===== src/rtl/framebuffer_scanout.sv =====
// Scans a 512x512 1-bit-per-colour framebuffer out as a pixel stream.
// A two-entry word buffer is fed by single outstanding reads of fixed latency.
module framebuffer_scanout #(
  parameter int RD_LATENCY = 2,
  parameter int WORDS      = 1024
) (
  input  logic         clock,
  input  logic         clr,
  input  logic         frame_start,
  output logic [9:0]   address_b,
  input  logic [255:0] sreds,
  input  logic [255:0] sgreens,
  input  logic [255:0] sblues,
  output logic         pix_valid,
  input  logic         pix_ready,
  output logic         pix_r,
  output logic         pix_g,
  output logic         pix_b,
  output logic [8:0]   pix_x,
  output logic [8:0]   pix_y,
  output logic         pix_eol,
  output logic         pix_eof,
  output logic         busy,
  output logic         frame_done
);

  // state   | meaning
  // IDLE    | waiting for frame_start
  // PREFILL | first read in flight, nothing to show yet
  // STREAM  | emitting pixels, more words still to fetch
  // DRAIN   | all words fetched, emitting the remainder
  typedef enum logic [1:0] {IDLE, PREFILL, STREAM, DRAIN} state_t;

  localparam int LW = $clog2(RD_LATENCY) + 1;
  localparam int NW = $clog2(WORDS + 1);

  state_t         state, state_nxt;
  logic           inflight;
  logic [LW-1:0]  lat_cnt;
  logic [NW-1:0]  rd_next;
  logic [1:0]     filled, filled_nxt;
  logic           head, wr_ptr;
  logic [9:0]     out_word;
  logic [7:0]     bit_idx;
  logic [255:0]   buf_r [2];
  logic [255:0]   buf_g [2];
  logic [255:0]   buf_b [2];
  logic           start, capture, last_cap, read_ok, issue, xfer, word_end, last_pix;

  assign start    = (state == IDLE) && frame_start;
  assign capture  = inflight && (lat_cnt == '0);
  assign last_cap = capture && (address_b == 10'(WORDS - 1));
  assign issue    = read_ok && !inflight && (filled != 2'b11) && (rd_next < NW'(WORDS));
  assign xfer     = pix_valid && pix_ready;
  assign word_end = xfer && (bit_idx == 8'hff);
  assign last_pix = word_end && (out_word == 10'(WORDS - 1));

  always_ff @(posedge clock or posedge clr) begin
    if (clr) state <= IDLE;
    else     state <= state_nxt;
  end

  always_comb begin
    state_nxt = state;
    case (state)
      IDLE:    if (frame_start) state_nxt = PREFILL;
      PREFILL: if (capture)     state_nxt = last_cap ? DRAIN : STREAM;
      STREAM:  if (last_cap)    state_nxt = DRAIN;
      DRAIN:   if (last_pix)    state_nxt = IDLE;
      default: state_nxt = IDLE;
    endcase
  end

  always_comb begin
    busy      = (state != IDLE);
    read_ok   = (state == PREFILL) || (state == STREAM);
    pix_valid = ((state == STREAM) || (state == DRAIN)) && filled[head];
  end

  // A free of the head and a capture into the tail may land in the same cycle.
  always_comb begin
    filled_nxt = filled;
    if (word_end) filled_nxt[head]   = 1'b0;
    if (capture)  filled_nxt[wr_ptr] = 1'b1;
  end

  always_ff @(posedge clock or posedge clr) begin
    if (clr) begin
      address_b  <= '0;
      inflight   <= 1'b0;
      lat_cnt    <= '0;
      rd_next    <= '0;
      filled     <= '0;
      head       <= 1'b0;
      wr_ptr     <= 1'b0;
      out_word   <= '0;
      bit_idx    <= '0;
      frame_done <= 1'b0;
    end else begin
      frame_done <= (state == DRAIN) && last_pix;
      if (start) begin
        address_b <= '0;
        inflight  <= 1'b1;
        lat_cnt   <= LW'(RD_LATENCY - 1);
        rd_next   <= NW'(1);
        filled    <= '0;
        head      <= 1'b0;
        wr_ptr    <= 1'b0;
        out_word  <= '0;
        bit_idx   <= '0;
      end else begin
        if (issue) begin
          address_b <= 10'(rd_next);
          rd_next   <= rd_next + NW'(1);
          inflight  <= 1'b1;
          lat_cnt   <= LW'(RD_LATENCY - 1);
        end else if (inflight) begin
          if (lat_cnt == '0) inflight <= 1'b0;
          else               lat_cnt  <= lat_cnt - LW'(1);
        end
        filled <= filled_nxt;
        if (capture) wr_ptr  <= ~wr_ptr;
        if (xfer)    bit_idx <= bit_idx + 8'd1;
        if (word_end) begin
          head     <= ~head;
          out_word <= out_word + 10'd1;
        end
      end
    end
  end

  // Word storage carries no reset; the filled flags alone decide validity.
  always_ff @(posedge clock) begin
    if (capture) begin
      buf_r[wr_ptr] <= sreds;
      buf_g[wr_ptr] <= sgreens;
      buf_b[wr_ptr] <= sblues;
    end
  end

  assign pix_r   = pix_valid & buf_r[head][bit_idx];
  assign pix_g   = pix_valid & buf_g[head][bit_idx];
  assign pix_b   = pix_valid & buf_b[head][bit_idx];
  assign pix_x   = {out_word[0], bit_idx};
  assign pix_y   = out_word[9:1];
  assign pix_eol = &pix_x;
  assign pix_eof = pix_eol & (&pix_y);

endmodule


===== config.mk =====
export PLATFORM = sky130hd
export DESIGN_NAME = framebuffer_scanout
export DESIGN_NICKNAME = d
export VERILOG_FILES = /design/src/rtl/framebuffer_scanout.sv
export SDC_FILE = /design/constraint.sdc
export NUM_CORES = 1
export LEC_CHECK = 0
export ABC_AREA = 1
export CAP_MARGIN = 10
export CORE_MARGIN = 5
export CORE_UTILIZATION = 40
export CTS_CLUSTER_DIAMETER = 120
export DETAILED_ROUTE_END_ITERATION = 7
export MAX_ROUTING_LAYER = met4
export PLACE_DENSITY = 0.6
export SLEW_MARGIN = 20
export SYNTH_ARGS = -nofsm -noshare
export SYNTH_HDL_FRONTEND = slang
export SYNTH_SLANG_ARGS = --single-unit
export TNS_END_PERCENT = 100

===== constraint.sdc =====
create_clock -name clock -period 49.6 [get_ports clock]
set_clock_uncertainty 0.15 [all_clocks]
set_input_delay 9.92 -clock clock [delete_from_list [all_inputs] [get_ports clock]]
set_output_delay 9.92 -clock clock [all_outputs]
set_load 0.02 [all_outputs]

; Word-level counts from Yosys, hierarchy flattened
; Memories as Yosys holds them, arrays and structs flattened.
; Cells that the tools add are included.
[op_classes]
n_addsub = 4
order_cmp = 6
eq_ne = 12
mux = 43
bitwise_logic = 9
n_reduce_logical = 28
[op_table]
columns = op, count
row1 = 10-bit 2-to-1 mux, 4
row2 = 1-bit binary-select mux with 8-bit select, 3
row3 = 11-bit 2-to-1 mux, 2
row4 = 2-bit 2-to-1 mux, 11
row5 = "10-bit equality test, second input constant", 2
row6 = 1-bit 2-to-1 mux, 18
row7 = 9-bit AND reduction, 2
row8 = 8-bit 2-to-1 mux, 2
row9 = 1-bit logical AND, 13
row10 = "11-bit by 1-bit adder with 11-bit output, second input constant", 1
row11 = "11-bit less-than comparator, second input constant", 1
row12 = "10-bit by 1-bit adder with 10-bit output, second input constant", 1
row13 = "2-bit != test, second input constant", 5
row14 = 2-bit nonzero test, 5
row15 = "8-bit by 9-bit less-than comparator with 1-bit output, second input constant", 1
row16 = "8-bit by 1-bit adder with 8-bit output, second input constant", 1
row17 = "8-bit equality test, second input constant", 1
row18 = 2-bit case mux with 4 select lines, 1
row19 = 1-bit AND, 4
row20 = "2-bit equality test, second input constant", 2
row21 = 2-bit zero test, 2
row22 = "1-bit by 2-bit less-than comparator with 1-bit output, second input constant", 2
row23 = 4-bit AND reduction, 1
row24 = "3-bit != test, second input constant", 1
row25 = other kinds (12), 16
[word_totals]
regBits = 49
mem_bits_rw = 1536
in_bits = 772
output_inout_bits = 36
wordCells = 116
mem_count = 3
[mem_list]
columns = memory, words, width, read_ports, rd_clocked_by_memory_dff, wr, line_no
row1 = buf_b, 2, 256, 1, 0, 1, 47  ; logic [255:0] buf_b [2];
row2 = buf_g, 2, 256, 1, 0, 1, 46  ; logic [255:0] buf_g [2];
row3 = buf_r, 2, 256, 1, 0, 1, 45  ; logic [255:0] buf_r [2];

; Logic depth before layout (Yosys ltp)
[depth]
depth_word = 10
mapped_depth = 20
depth_no_buf = 17

; Worst setup path after synthesis
; Ideal clock, no wire load.
[synth_timing]
path_type = register to register
start = register lat_cnt[0]
end = memory buf_b[0][0] (enable)
setup_time_ns = 1.920
t_arrival_ns = 32.436
required_ns = 47.530
slack_ns = 15.094
path_stages_with_launch = 5
cell_sequence = dfrtp_1 inv_1 ha_1 nand2_1 nor2_1
[synth_via]
elab_chain_cells = 4
[synth_lines]
columns = item, line_no
row1 = start: declaration, 39  ; logic [LW-1:0] lat_cnt;
row2 = start signal: assignment, 104  ; lat_cnt <= LW'(RD_LATENCY - 1);
row3 = start signal: assignment, 116  ; lat_cnt <= LW'(RD_LATENCY - 1);
row4 = start signal: assignment, 119  ; else lat_cnt <= lat_cnt - LW'(1);
row5 = 2-bit zero test, 51  ; assign capture = inflight && (lat_cnt == '0);
row6 = 1-bit logical AND, 51
row7 = 1-bit 2-to-1 mux, 134  ; if (capture) begin
row8 = 1-bit 2-to-1 mux (not written as such), 137  ; buf_b[wr_ptr] <= sblues;
row9 = end: declaration, 47
; No other way between the ends.

; Worst setup path after layout
[layout_timing]
start = register head
end = output pix_g
[layout_via]
elab_chain_cells = 4
elab_cells_between_ends = 7
classes_between = mux (4) / bitwise (1) / reduce/logical (1) / memory (1)
[layout_lines]
columns = item, line_no
row1 = start: declaration, 42  ; logic head, wr_ptr;
row2 = start signal: assignment, 125  ; head <= ~head;
row3 = memory 2 x 256 bit or 1-bit 2-to-1 mux (tied branches), -
row4 = 1-bit binary-select mux with 8-bit select or 1-bit 2-to-1 mux (tied branches), "142, 77"
row5 = 1-bit 2-to-1 mux (not written as such) or 1-bit logical AND (tied branches), "142, 77"
row6 = 1-bit AND *, 142  ; assign pix_g = pix_valid & buf_g[head][bit_idx];
row7 = end: declaration, 17  ; output logic pix_g,
; Every way passes the cells marked *; elsewhere a longest branch is shown, timed or not. The select of a mux whose other input is x is not followed.

==> impl_metrics.py <==
metrics = {
    "placed_design": {
        "dp_cells": 8109,
        "place_ws_ns": 33.16,
        "io_buffers": 807,
        "gp_congestion": 0.825,
        "dp_hpwl_mm": 139,
        "placed_area_um2": 74100,
    },
    "critical_path": {
        "r2r_cells": 9,
        "crit_top_cell": "nor2_1",
        "critPathMaxFanout": 128,
        "critical_path_required_ns": 39.53,
        "crit_type": "reg -> out",
        "timing.rr.start": "lat_cnt[0]",
        "slowest_delay_ns": 0.98,
        "reg2reg_to": "buf_r[1][31]",
        "slowest_stage": "dfrtp_4",
        "crit_chain": "buf_4, buf_4, buf_12, nand2_1, a21oi_1, nor3_1, nand2_1, nand3_1, a21oi_1, nor2_1, nor2_1, nor2_1, nor2_1, clkdlybuf4s50_1",
        "cp_data_arrival_time_ns": 7.11,
        "setup.worst_path.start_class": "register",
        "regToRegSetupSlack_ns": 44.53,
        "worstSetupEndpointType": "output pin",
    },
    "clocking": {
        "postCtsHoldBufs": 0,
        "insertion_delay_ns": 0.79,
        "htree_levels": 4,
        "cts_made_buffers": 170,
        "cts_root_buffer": "clkbuf_16",
        "cts.sinks": 1585,
        "tritoncts": "done",
        "clockBufferDepth": 3,
        "cts_setup_buffers": 0,
        "clk_pin_slew_ns": 0.06,
        "cts_resized": 0,
    },
    "synthesis": {
        "synth_seq_cells": 1585,
        "syn_inst": 5401,
        "ys_warn_count": 0,
        "synth.net_count": 6182,
        "synth_cell_types": 41,
        "synthTopCellsByArea": "edfxtp_1 72%, nand2_1 7.8%, nand3_1 5.6%, nor2_1 3.5%, o21ai_0 2.5%",
        "syn_avg_cell_area_um2": 11.9,
        "synth-seq-area-share": 0.736,
        "synth_top_area_share": 0.717,
        "syn_area_um2": 64300,
        "synth_top_cell_by_area": "edfxtp_1",
    },
    "sta": {
        "hold_viol": 0,
        "setup_viol": 0,
        "slew_headroom": 0.218,
        "slew_violations": 0,
        "min_period_ns": 17.18,
        "setup_ws_ns": 32.42,
        "min_period_over_period": 0.346,
        "worstMarginPinSlew_ns": 1.17,
        "fmax_mhz": 58.2,
        "rsz0062_at_grt": "no",
        "setup_tns_ns": 0,
    },
    "power_and_ir_drop": {
        "powerDensity_nw_per_um2": 49.3,
        "ir_drop_v": 0.0000616,
        "leakagePower_nw": 28.2,
    },
    "job": {
        "maxCapViolCount": 0,
    },
    "grt": {
        "grt_pass1_vias": 42700,
        "grt_usage": 0.253,
        "grt_max_degree": 209,
        "grt_antenna_before_repair": 90,
        "grt-ovfl-total": 0,
        "grt_pass1_wl_mm": 302,
    },
    "worst_hold_path": {
        "hold_path_class": "reg -> reg",
        "min_path_cells": 2,
        "hp-start": "rd_next[10]",
        "hold_path_end": "rd_next[10]",
    },
    "drt": {
        "wl_per_cell_um": 25.2,
        "viasPerCell": 5.27,
        "drt_wl_total_mm": 214,
        "ant_nets": 0,
        "drc_errors": 0,
        "vias": 44800,
        "first_pass_iters": 6,
        "drt_iter0_drc": 4531,
    },
    "floorplanning": {
        "die_y_um": 411,
        "die_area_um2": 169000,
        "coreArea_um2": 160000,
        "start_util": 0.402,
        "die_w_um": 411,
        "ios": 808,
        "row_count": 147,
    },
    "cells_and_area": {
        "drive_above_1_share": 0.0509,
        "fillCellCount": 14000,
        "final_cell_mix": "1,536 x edfxtp_1, 1,338 x nand2_1, 807 x clkdlybuf4s50_1, 718 x nand3_1, 604 x nor2_1",
        "finalNonFillerCells": 8503,
        "syn_to_final_growth_pct": 23.7,
        "final_common_cell": "edfxtp_1",
        "final_area_um2": 79600,
        "nets": 6902,
    },
    "outcome": {
        "status": "finished clean",
    },
}
[how the worst max path moves through the flow]
stage / start / to / slack [ns] / depth (start not counted)
2_1_floorplan: lat_cnt[0] / buf_b[0][0] / 15.09 / 4
3_3_place_gp: head / pix_g / 33.18 / 14
3_5_place_dp: head / pix_g / 33.16 / 14
4_1_cts: head / pix_g / 32.26 / 14
5_1_grt: head / pix_g / 32.11 / 14
6_report: head / pix_g / 32.42 / 14
[sequential cells by signal, indices dropped and copies added (netlist names)]
signal	flops
buf_r	512
bit_idx	8
inflight	1
address_b	10
head	1
frame_done	1
filled	2
lat_cnt	2
buf_b	512
out_word	10
buf_g	512
rd_next	11
state	2
wr_ptr	1
[cells by family (layout without fill, tap and decap cells)]
logic type | after synthesis | count (layout) | share of synthesized area
adder cells (fa/ha/maj) | 9 | 9 | 0.00175
buffers and inverters | 485 | 1334 | 0.0357
AND/OR/NAND/NOR | 2701 | 2701 | 0.173
flip-flops | 1585 | 1585 | 0.736
XOR/XNOR | 1 | 1 | 0.000136
AO/OA/AOI/OAI | 620 | 620 | 0.0537
other | 0 | 93 | 0
[report_power, final]
part / internal (mW) / switching [mW]
Clock: 0.692 / 0.520
Combinational: 0.255 / 0.645
Sequential: 1.76 / 0.0520
Total: 2.71 / 1.22
[area by class of cell]
| type | instances | area, µm² | share of cell area |
|---|---|---|---|
| diodes | 93 | 233 | 0.00292 |
| clock buffers | 217 | 4520 | 0.0568 |
| clock inverters | 84 | 753 | 0.00946 |
| inverters | 155 | 626 | 0.00786 |
| multi-input cells | 3331 | 14700 | 0.185 |
| flip-flops and latches | 1585 | 47400 | 0.595 |
| well taps | 2160 | 2700 | 0.0340 |
| repair buffers | 878 | 8670 | 0.109 |
[synth_stat cells]
| library cell | instances |
|---|---|
| nor3_2 | 1 |
| o21ai_1 | 44 |
| ha_1 | 9 |
| a21boi_0 | 6 |
| a211o_1 | 1 |
| edfxtp_1 | 1536 |
| o21ai_0 | 324 |
| a22oi_1 | 1 |
| buf_6 | 11 |
| a21oi_1 | 104 |
| o21bai_1 | 1 |
| inv_2 | 4 |
| a21boi_1 | 3 |
| o221a_2 | 1 |
| a221oi_1 | 1 |
| o22ai_1 | 21 |
| nand3_1 | 718 |
| clkbuf_1 | 53 |
| nand2_1 | 1339 |
| nor3b_1 | 1 |
| buf_1 | 23 |
| a31oi_1 | 2 |
| nand4_1 | 9 |
| clkinv_1 | 1 |
| nor3_1 | 18 |
| inv_1 | 149 |
| xor2_1 | 1 |
| or2_2 | 2 |
| o31ai_1 | 5 |
| nor4_1 | 3 |
| nor2_1 | 607 |
| buf_2 | 209 |
| and3_1 | 1 |
| nor2_4 | 1 |
| nand2_2 | 1 |
| o221ai_2 | 1 |
| buf_4 | 34 |
| o21a_1 | 3 |
| o211ai_1 | 102 |
| dfrtp_1 | 49 |
| inv_4 | 1 |
[routing by layer]
| metal | wire length, µm | global-route usage | vias to the layer above |
|---|---|---|---|
| li1 | - | - | 20600 |
| met1 | 90300 | 0.335 | 22300 |
| met2 | 103000 | 0.396 | 1649 |
| met3 | 16700 | 0.0575 | 256 |
| met4 | 4190 | 0.0674 | 0 |
| met5 | 0 | - | - |
[worst max-delay path: cells and delay by family, from the launching register on]
family,cells,cell delay [ns]
AO/OA/AOI/OAI,2,0.74
flip-flops,1,0.98
AND/OR/NAND/NOR,8,1.40
buffers and inverters,4,2.99
[through the flow]
stage	hold WS (ns)	util	total power [mW]
floorplan	0.300	-	2.68
global placement	0.324	0.462	2.74
detailed placement	0.329	0.462	2.75
CTS	0.350	0.495	3.96
global route	0.377	0.497	4.11
finish	0.340	0.497	3.93
(Power assumes the default switching activity.)
